<file path="src/rtl/out_gain_if.sv">
// Sample/control bundle between the delay stage, the analog controls and the
// output gain stage that feeds the DAC SPI driver.
interface out_gain_if #(
  parameter int SIG_BITS = 16,
  parameter int GAIN_B   = 8
);
  logic [SIG_BITS-1:0] in_data;
  logic                in_valid;
  logic [GAIN_B-1:0]   gain;
  logic                mute;
  logic                peak_clr;
  logic [SIG_BITS-1:0] out_data;
  logic                out_valid;
  logic                ramping;
  logic [SIG_BITS-2:0] peak;

  modport master (
    output in_data, in_valid, gain, mute, peak_clr,
    input  out_data, out_valid, ramping, peak
  );

  modport slave (
    input  in_data, in_valid, gain, mute, peak_clr,
    output out_data, out_valid, ramping, peak
  );
endinterface

</file>
<file path="src/rtl/out_gain.sv">
// Output gain stage: click-free gain ramp (one LSB per sample), two-stage
// offset-binary multiply pipeline and peak-magnitude tracker.
module out_gain #(
  parameter int SIG_BITS = 16,
  parameter int GAIN_B   = 8
) (
  input logic       clk,
  input logic       reset_n,
  out_gain_if.slave bus
);

  localparam int PW = SIG_BITS + GAIN_B + 1;
  localparam logic signed [PW-1:0] SMAX = {{(GAIN_B+2){1'b0}}, {(SIG_BITS-1){1'b1}}};
  localparam logic signed [PW-1:0] SMIN = {{(GAIN_B+2){1'b1}}, {(SIG_BITS-1){1'b0}}};

  typedef enum logic [1:0] {STEADY, RAMP_UP, RAMP_DOWN} ramp_state_t;

  function automatic logic signed [SIG_BITS-1:0] sat_sample(input logic signed [PW-1:0] v);
    if (v > SMAX)      sat_sample = {1'b0, {(SIG_BITS-1){1'b1}}};
    else if (v < SMIN) sat_sample = {1'b1, {(SIG_BITS-1){1'b0}}};
    else               sat_sample = SIG_BITS'(v);
  endfunction

  function automatic logic [SIG_BITS-2:0] mag_sat(input logic signed [SIG_BITS-1:0] v);
    if (!v[SIG_BITS-1])                          mag_sat = v[SIG_BITS-2:0];
    else if (v == {1'b1, {(SIG_BITS-1){1'b0}}}) mag_sat = '1;
    else                                         mag_sat = (SIG_BITS-1)'(-v);
  endfunction

  ramp_state_t                state;
  logic        [GAIN_B-1:0]   tgt;
  logic        [GAIN_B-1:0]   cur_gain;
  logic        [GAIN_B-1:0]   cur_gain_next;

  logic signed [SIG_BITS-1:0] s_p1;
  logic        [GAIN_B-1:0]   gain_p1;
  logic                       vld_p1;
  logic signed [PW-1:0]       s_ext;
  logic signed [PW-1:0]       g_ext;
  logic signed [PW-1:0]       prod;
  logic signed [SIG_BITS-1:0] r;
  logic        [SIG_BITS-1:0] out_data_p2;
  logic        [SIG_BITS-2:0] mag_p2;
  logic                       vld_p2;
  logic        [SIG_BITS-2:0] peak_q;

  // Ramp control: state follows the registered gain, steps only on samples.
  always_comb begin
    tgt           = bus.mute ? '0 : bus.gain;
    state         = STEADY;
    cur_gain_next = cur_gain;
    if (cur_gain < tgt)      state = RAMP_UP;
    else if (cur_gain > tgt) state = RAMP_DOWN;
    if (bus.in_valid) begin
      case (state)
        RAMP_UP:   cur_gain_next = cur_gain + GAIN_B'(1);
        RAMP_DOWN: cur_gain_next = cur_gain - GAIN_B'(1);
        default:   cur_gain_next = cur_gain;
      endcase
    end
  end

  always_ff @(posedge clk or negedge reset_n) begin
    if (!reset_n) cur_gain <= '0;
    else          cur_gain <= cur_gain_next;
  end

  assign bus.ramping = (state != STEADY);

  // Stage 1: signed sample plus the pre-update gain.
  always_ff @(posedge clk) begin
    if (bus.in_valid) begin
      s_p1    <= $signed({~bus.in_data[SIG_BITS-1], bus.in_data[SIG_BITS-2:0]});
      gain_p1 <= cur_gain;
    end
  end

  // Stage 2: multiply by the unsigned gain and floor-shift back to sample width.
  always_comb begin
    s_ext = PW'(s_p1);
    g_ext = $signed(PW'({1'b0, gain_p1}));
    prod  = s_ext * g_ext;
    r     = sat_sample(prod >>> GAIN_B);
  end

  always_ff @(posedge clk) begin
    if (vld_p1) mag_p2 <= mag_sat(r);
  end

  always_ff @(posedge clk or negedge reset_n) begin
    if (!reset_n) begin
      vld_p1      <= 1'b0;
      vld_p2      <= 1'b0;
      out_data_p2 <= {1'b1, {(SIG_BITS-1){1'b0}}};
    end else begin
      vld_p1 <= bus.in_valid;
      vld_p2 <= vld_p1;
      if (vld_p1) out_data_p2 <= {~r[SIG_BITS-1], r[SIG_BITS-2:0]};
    end
  end

  // Peak tracker: a clear coinciding with a new result keeps that result.
  always_ff @(posedge clk or negedge reset_n) begin
    if (!reset_n) begin
      peak_q <= '0;
    end else if (vld_p2) begin
      if (bus.peak_clr || (mag_p2 > peak_q)) peak_q <= mag_p2;
    end else if (bus.peak_clr) begin
      peak_q <= '0;
    end
  end

  assign bus.out_data  = out_data_p2;
  assign bus.out_valid = vld_p2;
  assign bus.peak      = peak_q;

endmodule

</file>
<file path="src/flat_wrapper.sv">
// flat-port wrapper written by rule: the top's interface ports become plain ports
module out_gain_flat 
#(
  parameter int SIG_BITS = 16,
  parameter int GAIN_B   = 8
)
  (clk, reset_n, bus_in_data, bus_in_valid, bus_gain, bus_mute, bus_peak_clr, bus_out_data, bus_out_valid, bus_ramping, bus_peak);
  out_gain_if #(.SIG_BITS(SIG_BITS), .GAIN_B(GAIN_B)) bus_i ();
  input logic clk;
  input logic reset_n;
  input wire logic [$bits(bus_i.in_data)-1:0] bus_in_data;
  input wire logic [$bits(bus_i.in_valid)-1:0] bus_in_valid;
  input wire logic [$bits(bus_i.gain)-1:0] bus_gain;
  input wire logic [$bits(bus_i.mute)-1:0] bus_mute;
  input wire logic [$bits(bus_i.peak_clr)-1:0] bus_peak_clr;
  output wire logic [$bits(bus_i.out_data)-1:0] bus_out_data;
  output wire logic [$bits(bus_i.out_valid)-1:0] bus_out_valid;
  output wire logic [$bits(bus_i.ramping)-1:0] bus_ramping;
  output wire logic [$bits(bus_i.peak)-1:0] bus_peak;
  assign bus_i.in_data = bus_in_data;
  assign bus_i.in_valid = bus_in_valid;
  assign bus_i.gain = bus_gain;
  assign bus_i.mute = bus_mute;
  assign bus_i.peak_clr = bus_peak_clr;
  assign bus_out_data = bus_i.out_data;
  assign bus_out_valid = bus_i.out_valid;
  assign bus_ramping = bus_i.ramping;
  assign bus_peak = bus_i.peak;
  out_gain #(.SIG_BITS(SIG_BITS), .GAIN_B(GAIN_B)) u_core (.clk(clk), .reset_n(reset_n), .bus(bus_i));
endmodule
</file>
<file path="config.mk">
export PLATFORM = sky130hd
export DESIGN_NAME = out_gain_flat
export DESIGN_NICKNAME = d
export VERILOG_FILES = /design/src/rtl/out_gain_if.sv /design/src/rtl/out_gain.sv /design/src/flat_wrapper.sv
export SDC_FILE = /design/constraint.sdc
export NUM_CORES = 1
export LEC_CHECK = 0
export ABC_AREA = 1
export CORE_ASPECT_RATIO = 1.1
export CORE_MARGIN = 3
export CORE_UTILIZATION = 62
export DETAILED_ROUTE_END_ITERATION = 6
export PLACE_DENSITY = 0.9
export SLEW_MARGIN = 20
export SYNTH_ARGS = -nofsm -noshare
export SYNTH_HDL_FRONTEND = slang
export SYNTH_SLANG_ARGS = --single-unit
</file>
<file path="constraint.sdc">
create_clock -name clk -period 6.6 [get_ports clk]
set_input_delay 1.32 -clock clk [delete_from_list [all_inputs] [get_ports clk]]
set_output_delay 1.32 -clock clk [all_outputs]
set_load 0.005 [all_outputs]
</file>
# Word level (Yosys, flattened, before mapping)
# Cells that the tools add are included.
[totals]
ff_bits = 80
in_bits = 29
output_inout_bits = 33
elab_cells = 40
[classes]
n_addsub = 3
mul = 1
order_cmp = 5
eq_ne = 4
n_mux = 11
n_bitwise = 2
reduce_logical = 6
[ops]
columns = ["op", "count"]
rows = [
  ["2-to-1 mux 15 bit", 5],
  ["2-to-1 mux 16 bit", 2],
  ["multiplier 16 x 9 -> 25 bit", 1],
  ["> comparator 17 x 16 -> 1 bit, second input constant", 1],
  ["less-than comparator 17 x 16 -> 1 bit, second input constant", 1],
  ["== test 16 bit, second input constant", 1],
  ["one-hot mux 8 bit (2 select lines)", 1],
  ["> comparator 15 bit", 1],
  ["negator 15 bit", 1],
  ["adder 8 x 1 -> 8 bit, second input constant", 1],
  ["> comparator 8 bit", 1],
  ["less-than comparator 8 bit", 1],
  ["2-to-1 mux 8 bit", 1],
  ["subtractor 8 x 1 -> 8 bit, second input constant", 1],
  ["nonzero test 2 bit", 3],
  ["2-to-1 mux 2 bit", 2],
  ["AND reduction 2 bit", 2],
  ["== test 2 x 1 -> 1 bit, second input constant", 1],
  ["== test 2 bit, second input constant", 1],
  ["inequality test 2 bit, second input constant", 1],
  ["inverter 1 bit", 2],
  ["logical OR 1 bit", 1],
]

# Depth between registers and ports, before layout
[depth]
ltp_word = 7
depth_mapped = 37
mapped_depth_nobuf = 33

# Worst setup path after synthesis
# No wires, ideal clock.
[synth_path]
path_kind = "register to register"
from = "register u_core.s_p1[15]"
to = "register u_core.mag_p2[12], data pin"
setup_time_ns = 0.252
arrival_ns = 5.750
required_ns = 6.348
path_slack_ns = 0.597
path_stages_with_launch = 36
n_path_buf = 3
period_less_slack_ns = 6.003
cell_sequence = "edfxtp_1 clkbuf_1 nand2_1 inv_1 fa_1 inv_1 fa_1 inv_1 fa_1 inv_1 fa_1 inv_1 ha_1 nand2_1 nand2_1 inv_1 nor2_1 nor2_1 nand2_1 a21oi_1 nand2_2 nand2_1 nand2_2 nand2_2 buf_6 buf_2 inv_1 a21oi_1 ha_1 nand3_1 inv_1 nand2_1 nor2_4 nand2_1 nand3_1 nand2_1"
[synth_via]
elab_chain_len = 7
word_cells_on_any_way = 9
cone_classes = "add/sub: 1; mul: 1; order compare: 2; eq/ne: 1; mux: 4"
[synth_rtl]
columns = ["element", "line_no", "source"]
rows = [
  ["start: declaration", "out_gain.sv:35", "logic signed [SIG_BITS-1:0] s_p1;"],
  ["start signal: assignment", "out_gain.sv:73", "s_p1 <= $signed({~bus.in_data[SIG_BITS-1], bus.in_data[SIG_BITS-2:0]});"],
  ["multiplier 16 x 9 -> 25 bit (*)", "out_gain.sv:82", "prod = s_ext * g_ext;"],
  ["less-than comparator 17 x 16 -> 1 bit", "out_gain.sv:20", "else if (v < SMIN) sat_sample = {1'b1, {(SIG_BITS-1){1'b0}}};"],
  ["2-to-1 mux 16 bit", "out_gain.sv:20", ""],
  ["2-to-1 mux 16 bit (*)", "out_gain.sv:19", "if (v > SMAX) sat_sample = {1'b0, {(SIG_BITS-1){1'b1}}};"],
  ["negator 15 bit / == test 16 bit (equally long branches)", "out_gain.sv:27, out_gain.sv:26", ""],
  ["2-to-1 mux 15 bit", "out_gain.sv:26", "else if (v == {1'b1, {(SIG_BITS-1){1'b0}}}) mag_sat = '1;"],
  ["2-to-1 mux 15 bit (*)", "out_gain.sv:25", "if (!v[SIG_BITS-1]) mag_sat = v[SIG_BITS-2:0];"],
  ["end signal: assignment", "out_gain.sv:87", "if (vld_p1) mag_p2 <= mag_sat(r);"],
  ["end: declaration", "out_gain.sv:43", "logic [SIG_BITS-2:0] mag_p2;"],
]
# Every way passes the cells marked *; elsewhere a longest branch is shown, timed or not.
# A chain may end at the register's enable or synchronous reset.

# Worst setup path in the final report
[layout_path]
from = "register u_core.s_p1[15]"
to = "register u_core.mag_p2[1], data pin"
# The elaborated chain is that of the path after synthesis.

==> reports/results.ini <==
[synthesis]
avgSynthCellArea_um2=7.62
async_reset_ff_share_pct=51.2
synth_cell_type_count=44
seq_area_frac_synth_pct=23.4
yosys-top-cells-area=fa_1, nand2_1, edfxtp_1, inv_1, dfrtp_1
synth_top_area_share_pct=21.8
synth_flop_cell=dfrtp_1
netlist_area_mm2=0.00938
synth_area_leader_cell=fa_1
ys_seq_elements=80
synth-xor-area-share_pct=1.68
postSynthCellCount=1230
synth-edff-count=39
synth_top_family_by_area=adder cells
syn-num-nets=1437
synthSimpleGateAreaFrac_pct=23.6
synth_warnings=0
synth.area.mux_share_pct=0
synth-compound-area-share_pct=5.14
synth_fa_ha_area_share_pct=31.9

[detailed_routing]
ant_nets=0
drtIter0Drc=571
viasPerCell=5.38
drt_pass1_iterations=6
drt-total-wl_um=21200
drt-wirelength-per-cell_um=14.4
drc=0
vias=7909

[timing]
rsz0062_at_grt=false
tns_ps=0
setup_viol=0
max_slew_margin_pct=39.7
hold_violations=0
worstMarginPinSlew_ps=904
fmax_mhz=163
drv_slew=0
skew_ps=11.0
finalCritPeriodShare_pct=93.1
final.min_clock_period_ps=6140

[cells_and_area]
fin_cells=1470
fill_cells=1113
syn2layout_area_growth_pct=11.1
drive_gt1_share_pct=4.93
nets=1480
antennaDiodeCount=0

[clock_tree]
cts_max_level=3
clock_latency_ps=360
cts_tree=done
clk_path_buf_depth=2
postCtsHoldBufs=0
clock_sinks=80
clock-root-buffer=clkbuf_16
cts_buffers=9
cts.clk_slew.worst_paths_ps=60

[floorplan]
start_util_pct=64.1
ioPinCount=62
die_area_mm2=0.0166
std_cell_rows=46
die_h_um=135
coreArea_mm2=0.0146
die_w_um=123

[setup_path]
r2r_start=u_core.s_p1[15]$_DFFE_PP_
end_kind=register
cp_slowest_cell=fa_1
critical-path-top-delay-family=adder cells
reg2reg_slack_ps=460
rr_endpoint=u_core.mag_p2[1]$_DFFE_PP_
path_class=reg -> reg
required_ps=6800
rr_worst_depth=29
cp_max_fo=15
startpoint_type=register
critPathMaxStageDelay_ps=630
crit_buf_inv=8
critPathArrivalTime_ps=6340
cpMostUsedCell=inv_1

[place]
gp_congestion=0.929
io_buffers=61
dp_cells=1449
hpwl_um=16600

[run]
drv_cap=0

[grt]
grt_pass1_wl_um=36600
grt_pass1_vias=8103
track_usage_pct=27.7
antenna_found_initial=0
grt_max_degree=42
grt_overflow_total=0

[worst_hold_path]
hold-path-endpoint=u_core.bus.out_data[10]$_DFFE_PN0P_
holdCritStartpoint=u_core.bus.out_data[10]$_DFFE_PN0P_
holdPathStages=2
min-delay-path-class=reg -> reg

[run_status]
status=finished, final reports clean

[worst max-delay path by stage]
| stage | startpoint | endpoint | cells after the start |
|---|---|---|---|
| after floorplan | u_core.s_p1[15]$_DFFE_PP_ | u_core.mag_p2[12]$_DFFE_PP_ | 35 |
| after detailed placement | u_core.gain_p1[5]$_DFFE_PP_ | u_core.mag_p2[10]$_DFFE_PP_ | 26 |
| after global placement | u_core.s_p1[15]$_DFFE_PP_ | u_core.mag_p2[1]$_DFFE_PP_ | 29 |
| after CTS | u_core.gain_p1[5]$_DFFE_PP_ | u_core.mag_p2[10]$_DFFE_PP_ | 26 |
| final | u_core.s_p1[15]$_DFFE_PP_ | u_core.mag_p2[1]$_DFFE_PP_ | 29 |
| after global routing | u_core.s_p1[15]$_DFFE_PP_ | u_core.mag_p2[1]$_DFFE_PP_ | 29 |
[kinds of logic after synthesis]
family | Yosys count
buf+inv | 349
xor+xnor | 18
compound gates | 85
simple gates | 520
fa+ha+maj | 178
flops | 80
[cell usage in the layout (no fill, tap or decap), types with 3 or more instances in the layout]
| cell | instances |
|---|---|
| nand2_2 | 11 |
| inv_2 | 3 |
| clkdlybuf4s50_1 | 60 |
| nor2_2 | 3 |
| dfrtp_1 | 40 |
| xor2_1 | 11 |
| buf_4 | 14 |
| nand4_1 | 8 |
| nor2_1 | 56 |
| nand2_1 | 344 |
| inv_1 | 302 |
| nand3_1 | 74 |
| nor4_1 | 5 |
| xnor2_1 | 7 |
| ha_1 | 76 |
| nand2_4 | 3 |
| fa_1 | 101 |
| o21ai_0 | 32 |
| nand3_2 | 7 |
| clkbuf_16 | 9 |
| a21oi_1 | 31 |
| o211ai_1 | 4 |
| edfxtp_1 | 39 |
[state kept, by name, indices dropped and copies added, names as in the netlist]
signal and flops:
u_core.bus.peak 15, u_core.gain_p1 8, u_core.bus.out_valid 1, u_core.s_p1 16, u_core.vld_p1 1, u_core.bus.out_data 16, u_core.cur_gain 8, u_core.mag_p2 15
[metal layers]
metal | global-route usage (%) | vias up | routed length, µm
li1 | - | 3792 | -
met2 | 47.9 | 318 | 10800
met3 | 5.15 | 86 | 1480
met1 | 33.0 | 3713 | 8060
met5 | 0 | - | 0
met4 | 13.4 | 0 | 900
[synthesized netlist by cell type (all sizes together) (4+ instances only)]
cell type / count
nand2: 358
inv: 305
fa: 102
nand3: 81
ha: 76
nor2: 61
dfrtp: 40
edfxtp: 39
clkbuf: 37
o21ai: 34
a21oi: 32
xor2: 11
nand4: 8
xnor2: 7
buf: 6
nor4: 5
o211ai: 4
[worst min-delay path: stages, from the launching register on]
cell and delay (ps):
dfrtp_1 340, nand2_1 50, o21ai_0 60
[cell type report]
cell class	count	area (µm²)	share of cell area, %
clock buffers	10	229	2.20
clock inverters	6	42.5	0.408
inverters	306	1150	11.0
multi-input cells	801	5850	56.2
flip-flops and latches	80	2200	21.1
well taps	192	240	2.31
repair buffers	75	711	6.82
[what timing repair did]
action                                  in CTS  in global routing
hold endpoints to repair                     0                  0
setup buffers                                0                  5
resized for setup                            0                  4
endpoints found under the setup margin       0                 15
[through the flow]
| step | utilization, % | area, µm² | hold slack [ps] | setup WS [ps] |
|---|---|---|---|---|
| after floorplan | - | 9380 | 447 | 597 |
| after global placement | 69.1 | 10100 | 471 | 556 |
| after detailed placement | 69.1 | 10100 | 472 | 338 |
| after CTS | 71.0 | 10400 | 487 | 317 |
| after global routing | 71.3 | 10400 | 510 | 7.69 |
| final | 71.3 | 10400 | 481 | 456 |
Power is not shown: default switching activity piles up to over one toggle a cycle in this logic, so the estimate is an artifact.
